### src/rtl/cond_branch_pkg.sv
// Shared types for the branch-resolution slice: branch kinds, condition codes,
// stall FSM states and the zero-register number.
package cond_branch_pkg;

  typedef enum logic [1:0] {
    BR_NONE  = 2'd0,
    BR_B     = 2'd1,
    BR_BCOND = 2'd2,
    BR_CBZ   = 2'd3
  } br_type_t;

  typedef enum logic [3:0] {
    COND_EQ = 4'b0000,
    COND_NE = 4'b0001,
    COND_HS = 4'b0010,
    COND_LO = 4'b0011,
    COND_MI = 4'b0100,
    COND_PL = 4'b0101,
    COND_VS = 4'b0110,
    COND_VC = 4'b0111,
    COND_HI = 4'b1000,
    COND_LS = 4'b1001,
    COND_GE = 4'b1010,
    COND_LT = 4'b1011,
    COND_GT = 4'b1100,
    COND_LE = 4'b1101,
    COND_AL = 4'b1110,
    COND_NV = 4'b1111
  } cond_t;

  typedef enum logic {
    RUN   = 1'b0,
    STALL = 1'b1
  } state_t;

  localparam logic [4:0] XZR = 5'd31;

endpackage

### src/rtl/cond_eval.sv
// Combinational B.cond evaluator: decides whether a condition code holds
// for a given {N,Z,C,V} flag vector.
module cond_eval
  import cond_branch_pkg::*;
(
  input  logic [3:0] flags,
  input  cond_t      cond,
  output logic       pass
);

  logic n, z, c, v;

  assign n = flags[3];
  assign z = flags[2];
  assign c = flags[1];
  assign v = flags[0];

  always_comb begin
    pass = 1'b0;
    case (cond)
      COND_EQ: pass = z;
      COND_NE: pass = !z;
      COND_HS: pass = c;
      COND_LO: pass = !c;
      COND_MI: pass = n;
      COND_PL: pass = !n;
      COND_VS: pass = v;
      COND_VC: pass = !v;
      COND_HI: pass = c & !z;
      COND_LS: pass = !(c & !z);
      COND_GE: pass = (n == v);
      COND_LT: pass = (n != v);
      COND_GT: pass = !z & (n == v);
      COND_LE: pass = !(!z & (n == v));
      default: pass = 1'b1;
    endcase
  end

endmodule

### src/rtl/cond_branch_unit.sv
// Decode-stage branch resolver with NZCV register, EX flag forwarding and a
// one-cycle CBZ load-use stall. Optional counters under BRANCH_STATS_EN.
module cond_branch_unit
  import cond_branch_pkg::*;
#(
  parameter int DATA_W = 64,
  parameter int CNT_W  = 32
) (
  input  logic              clk,
  input  logic              reset,
  input  logic              ex_set_flags,
  input  logic [3:0]        ex_flags,
  input  logic              ex_is_load,
  input  logic [4:0]        ex_rd,
  input  logic [1:0]        dec_br_type,
  input  logic [3:0]        dec_cond,
  input  logic [4:0]        dec_rt,
  input  logic [DATA_W-1:0] dec_rt_data,
  output logic              br_taken,
  output logic              stall,
  output logic [3:0]        flags_q
`ifdef BRANCH_STATS_EN
  ,
  output logic [CNT_W-1:0]  br_count,
  output logic [CNT_W-1:0]  taken_count
`endif
);

  state_t     state, state_nxt;
  br_type_t   br_type;
  logic [3:0] eff_flags;
  logic       cond_pass;
  logic       rt_zero;
  logic       haz;
  logic       resolved;

  assign br_type   = br_type_t'(dec_br_type);
  assign eff_flags = ex_set_flags ? ex_flags : flags_q;
  assign rt_zero   = (dec_rt_data == '0);

  // XZR never has a producer, so a load "writing" it cannot create a hazard.
  assign haz = (br_type == BR_CBZ) && ex_is_load && (ex_rd == dec_rt) && (dec_rt != XZR);

  cond_eval u_cond_eval (
    .flags (eff_flags),
    .cond  (cond_t'(dec_cond)),
    .pass  (cond_pass)
  );

  always_comb begin
    resolved = 1'b0;
    case (br_type)
      BR_B:     resolved = 1'b1;
      BR_BCOND: resolved = cond_pass;
      BR_CBZ:   resolved = rt_zero;
      default:  resolved = 1'b0;
    endcase
  end

  always_comb begin
    state_nxt = state;
    br_taken  = 1'b0;
    stall     = 1'b0;
    if (!reset) begin
      case (state)
        RUN: begin
          if (haz) begin
            stall     = 1'b1;
            state_nxt = STALL;
          end else begin
            br_taken = resolved;
          end
        end
        STALL: begin
          br_taken  = resolved;
          state_nxt = RUN;
        end
        default: state_nxt = RUN;
      endcase
    end
  end

  always_ff @(posedge clk) begin
    if (reset) begin
      state   <= RUN;
      flags_q <= 4'b0000;
    end else begin
      state <= state_nxt;
      if (ex_set_flags) flags_q <= ex_flags;
    end
  end

`ifdef BRANCH_STATS_EN
  // Both counters stick at all-ones rather than wrapping.
  always_ff @(posedge clk) begin
    if (reset) begin
      br_count    <= '0;
      taken_count <= '0;
    end else begin
      if ((br_type != BR_NONE) && !stall && (br_count != '1))
        br_count <= br_count + 1'b1;
      if (br_taken && (taken_count != '1))
        taken_count <= taken_count + 1'b1;
    end
  end
`endif

endmodule

### config.mk
export PLATFORM = sky130hd
export DESIGN_NAME = cond_branch_unit
export DESIGN_NICKNAME = d
export VERILOG_FILES = /design/src/rtl/cond_branch_pkg.sv /design/src/rtl/cond_eval.sv /design/src/rtl/cond_branch_unit.sv
export SDC_FILE = /design/constraint.sdc
export NUM_CORES = 1
export LEC_CHECK = 0
export ABC_AREA = 0
export CORE_ASPECT_RATIO = 0.8
export CORE_MARGIN = 2
export CORE_UTILIZATION = 21
export DETAILED_ROUTE_END_ITERATION = 6
export GPL_TIMING_DRIVEN = 0
export PLACE_DENSITY_LB_ADDON = 0.08
export SYNTH_ARGS = -nofsm -noshare
export SYNTH_HDL_FRONTEND = slang
export SYNTH_SLANG_ARGS = --single-unit
### constraint.sdc
create_clock -name clk -period 2.05 [get_ports clk]
set_input_delay 0.41 -clock clk [delete_from_list [all_inputs] [get_ports clk]]
set_output_delay 0.41 -clock clk [all_outputs]
set_load 0.01 [all_outputs]
After elaboration in Yosys (flattened, before gate mapping)
Index checks and enable logic that the tools add are counted.
{ "word_totals": {"out_inout_bits": 6, "in_bits": 88, "regBits": 5} }
{ "op_classes": {"eq_ne": 20, "muxes": 10, "bitwise_logic": 3, "n_reduce_logical": 11} }
{ "ops": {"columns": ["cell", "count"], "rows": [
  ["zero test 64 bit", 1],
  ["== test 4 bit (second input constant)", 6],
  ["== test 4 x 3 -> 1 bit (second input constant)", 4],
  ["one-hot mux 1 bit (14 select lines)", 1],
  ["== test 4 x 2 -> 1 bit (second input constant)", 2],
  ["zero test 1 bit", 6],
  ["== test 5 bit", 1],
  ["two-way mux 1 bit", 5],
  ["!= test 5 bit (second input constant)", 1],
  ["== test 2 bit (second input constant)", 2],
  ["== test 4 x 1 -> 1 bit (second input constant)", 1],
  ["zero test 4 bit", 1],
  ["two-way mux 4 bit", 1],
  ["one-hot mux 1 bit (2 select lines)", 2],
  ["logical AND 1 bit", 3],
  ["one-hot mux 1 bit (3 select lines)", 1],
  ["bitwise AND 1 bit", 2],
  ["== test 2 x 1 -> 1 bit (second input constant)", 1],
  ["== test 1 bit", 1],
  ["!= test 1 bit", 1],
  ["NOT 1 bit", 1]
]} }

Longest topological paths before layout
Gate-level depths: netlist of the first run.
{ "depth": {"word_depth": 9, "mapped_depth": 6, "depth_no_buf": 5} }

By module
Synthesis of the first run repeated with hierarchy kept, for this count alone.
{ "hier_totals": {"cells_unflattened": 77, "hier_area_um2": 633.1} }
{ "by_module_without_submodules": {"columns": ["module", "seq_area_each_um2", "area_each_um2", "instances", "cells_per_inst"], "rows": [
  ["cond_branch_unit", 100.1, 455.4, 1, 53],
  ["cond_eval", 0.0, 177.7, 1, 24]
]} }

Worst setup path before layout of the first run
OpenSTA, ideal clock, no wires.
{ "synth_timing": {"kind": "input to output", "start": "input ex_set_flags", "end": "output br_taken", "path_slack_ns": -0.253, "path_buffers": 1, "stages": 6, "arrival_ns": 1.893, "cell_sequence": "buf_6 > mux4_2 > xnor2_1 > nor3b_2 > nor3_1 > a2111oi_2"} }
{ "synth_via": {"elab_chain_cells": 9, "elab_cells_between_ends": 16, "cone_classes": "eq/ne: 2; mux: 6; bitwise: 2; reduce/logical: 6"} }
{ "synth_lines": {"columns": ["item", "line_no", "rtl"], "rows": [
  ["start: declaration", "cond_branch_unit.sv:11", "input logic ex_set_flags,"],
  ["two-way mux 4 bit (*)", null, null],
  ["== test 1 bit / zero test 1 bit (equally long branches)", null, null],
  ["bitwise AND 1 bit (on tied branches)", null, null],
  ["zero test 1 bit (on tied branches)", "cond_eval.sv:34, cond_eval.sv:30", null],
  ["one-hot mux 1 bit (14 select lines) (*)", "cond_eval.sv:20", "case (cond)"],
  ["one-hot mux 1 bit (3 select lines) (*)", "cond_branch_unit.sv:52", "case (br_type)"],
  ["two-way mux 1 bit", "cond_branch_unit.sv:67", "if (haz) begin"],
  ["one-hot mux 1 bit (2 select lines) (*)", "cond_branch_unit.sv:65", "case (state)"],
  ["two-way mux 1 bit (*)", "cond_branch_unit.sv:64", "if (!reset) begin"],
  ["end: declaration", "cond_branch_unit.sv:19", "output logic br_taken,"]
]} }
Every way passes the cells marked *; elsewhere a longest branch is shown, timed or not.

Worst setup path in the final report of the first run
{ "layout_timing": {"start": "register flags_q[1]", "end": "output br_taken"} }
{ "layout_via": {"elab_chain_cells": 8, "elab_cells_between_ends": 9, "cone_classes": "mux: 6; bitwise: 1; reduce/logical: 2"} }
{ "layout_lines": {"columns": ["item", "line_no", "rtl"], "rows": [
  ["start: declaration", "cond_branch_unit.sv:21", "output logic [3:0] flags_q"],
  ["start signal: assignment", "cond_branch_unit.sv:89", "if (ex_set_flags) flags_q <= ex_flags;"],
  ["two-way mux 4 bit (*)", null, null],
  ["bitwise AND 1 bit", "cond_eval.sv:29, cond_eval.sv:30", null],
  ["zero test 1 bit", "cond_eval.sv:30", "COND_LS: pass = !(c & !z);"],
  ["one-hot mux 1 bit (14 select lines) (*)", "cond_eval.sv:20", null],
  ["one-hot mux 1 bit (3 select lines) (*)", "cond_branch_unit.sv:52", null],
  ["two-way mux 1 bit", "cond_branch_unit.sv:67", null],
  ["one-hot mux 1 bit (2 select lines) (*)", "cond_branch_unit.sv:65", null],
  ["two-way mux 1 bit (*)", "cond_branch_unit.sv:64", null]
]} }
Marked as above.

==> results of run 1 <==
[placed cells by master, fill, tap and decap left out, types with 2 or more instances in the layout]
cell type	instances
dlygate4sd2_1	29
clkdlybuf4s15_1	27
buf_2	21
nor4_2	10
nor2_1	6
clkdlybuf4s50_1	6
buf_4	6
xnor2_1	5
nand4_1	5
mux2i_1	5
nor4_1	5
nor2b_1	4
dfxtp_2	4
dlymetal6s2s_1	4
clkbuf_8	3
xor2_1	2
clkbuf_1	2
inv_1	2
nor3_2	2
and3_1	2
mux4_2	2
o41ai_2	2
clkdlybuf4s15_2	2
[worst min-delay path, cell delays in order]
cell     delay (ns)
buf_6          0.08
mux2i_1        0.08
nor2_1         0.08
[what timing repair did]
action	CTS	global route
setup buffers	6	0
setup endpoints to repair	2	2
resized for setup	173	30
hold buffers	0	0
pin swaps	29	11
[power groups by stage]
stage,clock network [uW],registers [uW],logic [uW]
floorplan,0,110,79.3
global placement,0,109,273
detailed placement,0,109,278
CTS,194,107,250
global route,200,108,287
finish,191,108,265
[cells by family after synthesis]
logic type	after synthesis	synth area share (%)
simple gates	44	41.37
flops	5	15.69
compound gates	8	10.20
xor+xnor	8	10.98
buf+inv	4	3.529
mux	9	18.24
[final timing paths]
check,from,to,slack [ns],cells past startpoint
min reg2reg,flags_q[2],flags_q[2],0.55,2
min,ex_flags[0],flags_q[0],0.46,3
max,flags_q[1],br_taken,-0.30,6
max reg2reg,state,state,0.91,4
[metal layers]
layer  vias to the layer above  share of wire (%)  wire length [um]  GRT usage [%]
met5                         -                  0                 0              0
met4                         0                1.2                41          6.597
met3                         4                5.4               185          3.830
met2                        42                 55              1861          40.07
met1                       484                 39              1325          22.91
li1                        519                  -                 -              -
[sequential cells by signal (all words and copies together), names as in the netlist]
signal   flops
flags_q      4
state        1
[cell type report]
type | instances | area (um2) | share of cell area [%]
tap | 38 | 47.55 | 2.742
timing repair buffer | 97 | 823.3 | 47.47
sequential | 5 | 105.1 | 6.061
inverter | 2 | 7.507 | 0.4329
multi-input combinational | 69 | 681.9 | 39.32
clock buffer | 4 | 45.04 | 2.597
buffer | 2 | 23.77 | 1.371
[metrics by stage]
stage          TNS (ns)  setup slack [ns]
6_report        -0.2976           -0.2976
5_1_grt         -0.4190           -0.4162
4_1_cts         -0.3065           -0.3065
3_5_place_dp     -2.037            -1.064
3_3_place_gp     -2.070            -1.056
2_1_floorplan   -0.1322           -0.1322
==> summary.md, run 1 <==
| Metric | Value |
|---|---|
| Outcome | complete, but fails checks |
| Violated checks | negative setup slack |
| Mapped Cells | 78 |
| Setup CP Type | reg -> out |
| Crit-path max FO | 3 |
| Largest incremental delay on the critical path | 0.50 ns |
| Synth Cell Area | about 640 um2 |
| Maxcap violations | 0 |
| Final WS setup | -0.2976 ns |
| Buffers & Inverters on Critical Path | 1 |
| Cell with the most instances after synthesis | nor4_1 |
| Slew @ Worst Pin | about 0.42 ns |
| Distinct cell type count after synthesis | 29 |
| Top_reg_cell synth | dfxtp_1 |
| Switching Share | 29.09% |
| Fin area | between 1500 and 2000 um2 |
| DP Wirelength | about 2600 um |
| Internal | about 400 uW |
| Relative slew slack | between 70 and 80% |
| Fin nets | 268 |
| Post-synth EDFFs | 0 |
| Clk pwr share | around a third |
| Slew Limit Fails | 0 |
| Endpoints failing setup | 1 |
| Post-DR vias/cell | 4.834 |
| Htree depth | 1 |
| Crit end category | output port |
| Diodes inserted | 0 |
| Layout cell share with drive strength beyond 1 | 36.87% |
| Die W | roughly 66 um |
| Layout fillers | around 280 |
| Die H | between 50 and 60 um |
| Syn-to-layout area delta | 171.8% |
| Top post-synthesis cells by area | dfxtp_1 (16%), nor4_1 (16%), mux2i_1 (9.4%) |
| Avg Cell Area, Syn | between 8 and 9 um2 |
| Syn Nets | 166 |
| Placed Area | roughly 1600 um2 |
| First-pass GRT wire length | approximately 5400 um |
| Fmax | ~430 MHz |
| CP arrival | 1.94 ns |
| Drt first pass iters | 4 |
| Gate power share | roughly 47% |
| Share of power burned in registers | 19.1% |
| Via count | roughly 1000 |
| Iteration-0 DRC Markers | 29 |
| Worst min-delay path class | in -> reg |
| Sequence of cells on the critical path | nor2b_1 > mux4_2 > mux2i_2 > nor3_2 > a2111oi_4 > buf_2 |
| Grt ovf | 0 |
| Final ANT Viol Nets | 0 |
| Final setup skew | 0 ns |
| Yosys reg bits | 5 |
| RSZ-0062 raised after global routing | yes |
| Post-synthesis async set-or-reset flop share | 0% |
| Starting Density | a little under a quarter |
| Die area | around 3500 um2 |
| Yosys top cell area share | approximately 16% |
| Maximum VDD drop | ~330 uV |
| Routed wire length | 3414 um |
| Pwr Density | around 320 nW/um2 |
| Cells after DPL | 207 |
| Synth warnings | 0 |
| Clk Latency, worst-skew pair | 0.22 ns |
| Sequential area share after synthesis | roughly 16% |
| Leakage | 0.0007498 uW |
| Cell Count, Final, Fillers Out | approximately 220 |
| Initial antenna violation count | 0 |
| Psw | 163.8 uW |
| Total CTS buffers | 3 |
| Site Rows | 17 |
| Critical-path top delay cell | mux4_2 |
| WL/cell | between 15 and 20 um |
| Worst-case clock buffer depth | 2 |
| Number of top-level pins | 94 |
| Delay-heaviest family, CP | multiplexers |
| Clock slew at reported path FFs | about 0.04 ns |
| Fin. Hold Viols | 0 |
| Core box area | 2829 um2 |
| IO buf count | 91 |
| Final total power | between 500 and 600 uW |
| CTS tree | built |
| Cell taking the most area after synthesis | dfxtp_1 |
| Worst path required time | 1.64 ns |
| Total global-route track usage | roughly 21% |
| Tmin final | around 2.3 ns |
| Final period utilization | 114.5% |
| Final core occ | 61.30% |
| Final hold slack | 0.4602 ns |
| List of most frequent post-synthesis cells | nor4_1 (16), mux2i_1 (6), nor2_1 (6), xnor2_1 (6) |
| Startpoint types | register |
| GPL Wtd Cong | 0.7148 |
| Clock Sink Count | 5 |
| Root Driver | clkbuf_8 |
| # DRC | 0 |
| Largest net degree at the start of global routing | 9 |
| Vias in the first global route | between 1000 and 1500 |
Power figures use the tool's default switching activity.
==> run 2: changes to the inputs <==
RECOVER_POWER = 25   (was default)
==> results of run 2 <==
Final layout, timing and power as in run 1 (identical DEF).
==> edit 1, RTL diff (flow settings as in run 2) <==
The parameter `DATA_W` goes from 64 to 68.
--- a/src/rtl/cond_branch_unit.sv
+++ b/src/rtl/cond_branch_unit.sv
@@ -3,7 +3,7 @@
 module cond_branch_unit
   import cond_branch_pkg::*;
 #(
-  parameter int DATA_W = 64,
+  parameter int DATA_W = 68,
   parameter int CNT_W  = 32
 ) (
   input  logic              clk,
Ports: changed (resized dec_rt_data); port bits go from 94 to 98. The function was not compared with the original's and may differ.
==> edit 1 against run 2 <==
Largest power group unchanged. Utilization shrank 7.1 points. Fmax up 5.5%. Power rose by 2.5%. Setup slack better by 120 ps. The flow still finishes with violations (negative setup slack). Count of clock-buffer cells in the layout is the same. Critical endpoint unchanged. Design area grew 6.3%. Wire length grew 9.4%. Combinational power increased by 3%. Area after synthesis increased by 16%. Clock skew unchanged. Sequential cell count unchanged.
==> edit 1: results (changes against run 2) <==
| Metric | Value |
|---|---|
| Layout Cells excl Fill | `237 (was 217)` |
| Area after DPL | `1730 µm² (was 1630 µm²)` |
| # setup viols final | `1 (unchanged)` |
| Placer Congestion | `0.814 (was 0.715)` |
| Worst-Skew Late Latency | `about 230 ps` |
| Net count reported at finish | `288 (was 268)` |
| Max Buffers Root-to-Sink | `2 (unchanged)` |
| Run status | `finished, violations left (unchanged)` |
| DR WL/cell | `15.8 µm (was 15.7 µm)` |
| Syn. warnings | `0 (unchanged)` |
| Vias in the first global route | `1296 (was 1143)` |
| Rel. slew slack | `0.793 (was 0.720)` |
| Router iterations before antenna repair | `4 (unchanged)` |
| Post-Place Cells | `227 (was 207)` |
| Biggest regs | `flags_q (4), state (1) (unchanged)` |
| Worst Path Max Fanout | `6 (was 3)` |
| Final WS setup | `-175 ps (was -298 ps)` |
| HP Class | `input pin to flip-flop (unchanged)` |
| Synth unique cells | `32 (was 29)` |
| DP HPWL | `2980 µm (was 2620 µm)` |
| Share of layout cells above drive strength 1 | `0.241 (was 0.369)` |
| Dpl ws | `-910 ps (was -1060 ps)` |
| IO Port Bufs | `94 (was 91)` |
| Ys async rst share | `0 (unchanged)` |
| Total GRT Usage | `0.196 (was 0.207)` |
| Failing checks | `negative setup slack (unchanged)` |
| Top_reg_cell synth | `dfxtp_1 (unchanged)` |
| Mapped Cells | `91 (was 78)` |
| Most common library cells after synthesis | `nor4_1, mux2i_1, nor2_1, dfxtp_1, xnor2_1 (was nor4_1, mux2i_1, nor2_1, xnor2_1)` |
| Setup TNS | `-175 ps (was -298 ps)` |
| Initial antenna violation count | `0 (unchanged)` |
| Number of CTS-inserted buffers | `3 (unchanged)` |
| Worst Path Arrival | `1820 ps (was 1940 ps)` |
| Max rail drop VDD | `0.000292 V (was 0.000325 V)` |
| First-pass GRT wire length | `6330 µm (was 5420 µm)` |
| H-tree Lvls | `1 (unchanged)` |
| Largest net degree at the start of global routing | `11 (was 9)` |
| Top cells by area, synth | `nor4_1, dfxtp_1, mux2i_1, xnor2_1, nor4b_1 (was dfxtp_1, nor4_1, mux2i_1, xnor2_1, mux4_2)` |
| Post-synthesis sequential area ratio | `0.135 (was 0.157)` |
| Syn_nets | `183 (was 166)` |
| Vias | `1173 (was 1049)` |
| DRT iter0 DRCs | `13 (was 29)` |
| Worst-path clk slew | `40 ps (about the same)` |
| Clk_skew | `0 ps (unchanged)` |
| Root Driver | `clkbuf_8 (unchanged)` |
| LEAKAGE | `0.811 nW (was 0.750 nW)` |
edit 1: changes by cell type after synthesis, moves of 2 or more:
cell / run 2 / this run
and3_1: 2 / 0
clkbuf_1: 1 / 4
mux2_4: 0 / 2
mux2i_1: 6 / 8
nand2_1: 1 / 3
nand3_1: 2 / 4
nand4_1: 5 / 3
nand4b_1: 0 / 2
nor4b_1: 1 / 4
nor4bb_1: 0 / 2
o21ai_0: 2 / 0
o41a_1: 0 / 2
o41ai_1: 2 / 0
edit 1: metal layers:
metal  global-route usage  up-vias  wire length [µm]
met1                0.248      543              1590
li1                     -      571                 -
met3               0.0389        3               300
met4               0.0495        0                33
met2                0.346       56              1810
met5                    0        -                 0
edit 1: stage by stage:
stage | util | hold WS (ps)
floorplan | - | 482
global placement | 0.510 | 571
detailed placement | 0.510 | 557
CTS | 0.529 | 470
global route | 0.542 | 496
finish | 0.542 | 464
edit 1: final cells by class:
cell class              instances  area (µm²)
fillers                       338        1560
repair buffers                100         873
multi-input cells              79         713
flip-flops and latches          5         103
well taps                      42        52.6
plain buffers                   5        48.8
clock buffers                   4        45.0
inverters                       2        7.51
edit 1: final timing paths:
check | from | endpoint | slack [ps] | cells past startpoint
setup / recovery | dec_cond[0] | br_taken | -180 | 7
hold / removal | ex_flags[2] | flags_q[2] | 460 | 3
setup reg to reg | state | state | 1020 | 3
hold reg to reg | flags_q[2] | flags_q[2] | 530 | 2
edit 1: repair_timing:
action | CTS | global route
gates resized for setup | 135 | 12
buffers inserted | 6 | 0
pin swaps | 33 | 3
cloned | 0 | 0
setup endpoints to repair | 2 | 2
hold buffers | 0 | 0
edit 1: logic make-up after synthesis:
kind of cell	synth area share
flops	0.135
mux	0.198
buf+inv	0.0457
xor+xnor	0.0711
simple gates	0.475
compound gates	0.0744
edit 1: critical path: stages:
cell,delay (ps)
dlygate4sd2_1,260
clkbuf_8,150
or3_1,380
mux2i_1,230
nor4b_4,80
o22ai_1,140
buf_2,160
edit 1: where the power goes:
group	leakage (nW)	switching [mW]	internal, mW
logic	0.746	0.100	0.172
registers	0.0418	0.00464	0.103
clock network	0.0228	0.0626	0.135
==> edit 2, RTL diff (settings of run 2) <==
Made on the original files. Put one more register stage on the output `flags_q`, with the module's reset. The value now appears one clock later. The other outputs are not delayed to match.
--- a/src/rtl/cond_branch_unit.sv
+++ b/src/rtl/cond_branch_unit.sv
@@ -26,6 +26,8 @@
 `endif
 );
 
+  logic [3:0] flags_q_s0;
+
   state_t     state, state_nxt;
   br_type_t   br_type;
   logic [3:0] eff_flags;
@@ -35,7 +37,7 @@
   logic       resolved;
 
   assign br_type   = br_type_t'(dec_br_type);
-  assign eff_flags = ex_set_flags ? ex_flags : flags_q;
+  assign eff_flags = ex_set_flags ? ex_flags : flags_q_s0;
   assign rt_zero   = (dec_rt_data == '0);
 
   // XZR never has a producer, so a load "writing" it cannot create a hazard.
@@ -83,10 +85,10 @@
   always_ff @(posedge clk) begin
     if (reset) begin
       state   <= RUN;
-      flags_q <= 4'b0000;
+      flags_q_s0 <= 4'b0000;
     end else begin
       state <= state_nxt;
-      if (ex_set_flags) flags_q <= ex_flags;
+      if (ex_set_flags) flags_q_s0 <= ex_flags;
     end
   end
 
@@ -105,5 +107,13 @@
   end
 `endif
 
+  always_ff @(posedge clk) begin
+    if (reset) begin
+      flags_q <= '0;
+    end else begin
+      flags_q <= flags_q_s0;
+    end
+  end
+
 endmodule
 
Check against the original RTL: not equivalent (a bounded check fails within 4 cycles, from zero or initial values and one cycle with reset high).
==> edit 2 against run 2 <==
Highest routed layer unchanged. Fmax is essentially flat. Non-clock buffer count decreased by 2. Design area is 9.5% higher. Global-route usage decreased by 4.7 points. Power rose by 14%. The flow still finishes with violations (negative setup slack). Count of clock-buffer cells in the layout is the same. Sequential cell count up 4. Area after synthesis increased by 15%. Setup slack got worse by 1.7 ps. Wire length down 1.6%. Die area increased by 14%.
==> edit 2: results (changes against run 2) <==
| Metric | Value |
|---|---|
| Antenna cells | `0 (unchanged)` |
| Post-synthesis sequential area ratio | `0.245 (was 0.157)` |
| First-pass GRT wire length | `5090 µm (was 5420 µm)` |
| Dpl ws | `-1070 ps (was -1060 ps)` |
| Adder-cell share of the synthesized area | `0 (unchanged)` |
| Vias per cell | `4.81 (was 4.83)` |
| Worst Path Max Fanout | `2 (was 3)` |
| Initial antenna violation count | `0 (unchanged)` |
| Syn. warnings | `0 (unchanged)` |
| Ys async rst share | `0 (unchanged)` |
| Mux cell area share after synthesis | `0.119 (was 0.182)` |
| Worst Path Arrival | `1940 ps (about the same)` |
| Most common library cells after synthesis | `nor4_1, nor2_1, dfxtp_1, nor2b_1, xnor2_1 (was nor4_1, mux2i_1, nor2_1, xnor2_1)` |
| Top cells by area, synth | `dfxtp_1, nor4_1, nor2b_1, nor2_1, xnor2_1 (was dfxtp_1, nor4_1, mux2i_1, xnor2_1, mux4_2)` |
| Worst path max stage delay | `460 ps (was 500 ps)` |
| Total GRT Usage | `0.160 (was 0.207)` |
| Share of layout cells above drive strength 1 | `0.214 (was 0.369)` |
| Area after DPL | `1710 µm² (was 1630 µm²)` |
| Syn_nets | `177 (was 166)` |
| DR WL/cell | `14.7 µm (was 15.7 µm)` |
| Worst-path clk slew | `40 ps (about the same)` |
| DRT iter0 DRCs | `19 (was 29)` |
| Run status | `finished, violations left (unchanged)` |
| Biggest regs | `flags_q (4), flags_q_s0 (4), state (1) (was flags_q (4), state (1))` |
| Post-Place Cells | `222 (was 207)` |
| Root Driver | `clkbuf_8 (unchanged)` |
| Max Buffers Root-to-Sink | `2 (unchanged)` |
| Layout Cells excl Fill | `229 (was 217)` |
| Crit-path leading delay family | `simple AND/OR/NAND/NOR gates (was multiplexers)` |
| Critical-path top delay cell | `mux4_2 (unchanged)` |
| Top_reg_cell synth | `dfxtp_1 (unchanged)` |
| DP HPWL | `2680 µm (was 2620 µm)` |
| IO Port Bufs | `91 (unchanged)` |
| Router iterations before antenna repair | `4 (unchanged)` |
| Number of CTS-inserted buffers | `3 (unchanged)` |
| Post-CTS Setup Bufs | `2 (was 6)` |
| LEAKAGE | `0.973 nW (was 0.750 nW)` |
| Syn Area/Cell | `8.25 µm² (was 8.18 µm²)` |
| Largest net degree at the start of global routing | `11 (was 9)` |
| Synth Area in XOR/XNOR | `0.0954 (was 0.110)` |
| Setup TNS | `-299 ps (was -298 ps)` |
| Gates resized, CTS repair | `81 (was 173)` |
| Max rail drop VDD | `0.000345 V (was 0.000325 V)` |
| H-tree Lvls | `1 (unchanged)` |
| Rel. slew slack | `0.720 (about the same)` |
| HP Class | `input pin to flip-flop (unchanged)` |
| Compound-Gate Fraction of Synth Area | `0.107 (was 0.102)` |
| Synth unique cells | `32 (was 29)` |
| Clk_skew | `0.464 ps (was 0 ps)` |
| Placer Congestion | `0.832 (was 0.715)` |
| Net count reported at finish | `276 (was 268)` |
| Failing checks | `negative setup slack (unchanged)` |
| Final WS setup | `-299 ps (was -298 ps)` |
| Worst-Skew Late Latency | `between 200 and 250 ps` |
| # setup viols final | `1 (unchanged)` |
## edit 2: area by class of cell
cell class	instances	area (µm²)
fillers	334	1500
repair buffers	94	927
multi-input cells	76	656
flip-flops and latches	9	185
well taps	42	52.6
clock buffers	4	45.0
plain buffers	3	28.8
inverters	1	3.75
## edit 2: report_power, final
part | switching, mW | leakage, nW | internal, mW
registers | 0.00560 | 0.0748 | 0.183
clock network | 0.0661 | 0.0228 | 0.135
logic | 0.0909 | 0.876 | 0.163
total | 0.163 | 0.973 | 0.482
## edit 2: worst paths after layout
kind                            cells after the start  slack (ps)           from             to
worst max-delay path                                6        -300  flags_q_s0[1]       br_taken
worst min-delay path                                3         480   ex_set_flags  flags_q_s0[2]
worst max register to register                      4        1050  flags_q_s0[1]  flags_q_s0[1]
worst min register to register                      1         500  flags_q_s0[0]     flags_q[0]
## edit 2: per-layer routing
metal	GRT usage	up-vias	wire length [µm]
met5	0	-	0
met4	0.0440	0	27
met1	0.192	507	1440
li1	-	543	-
met3	0.0431	4	232
met2	0.282	47	1660
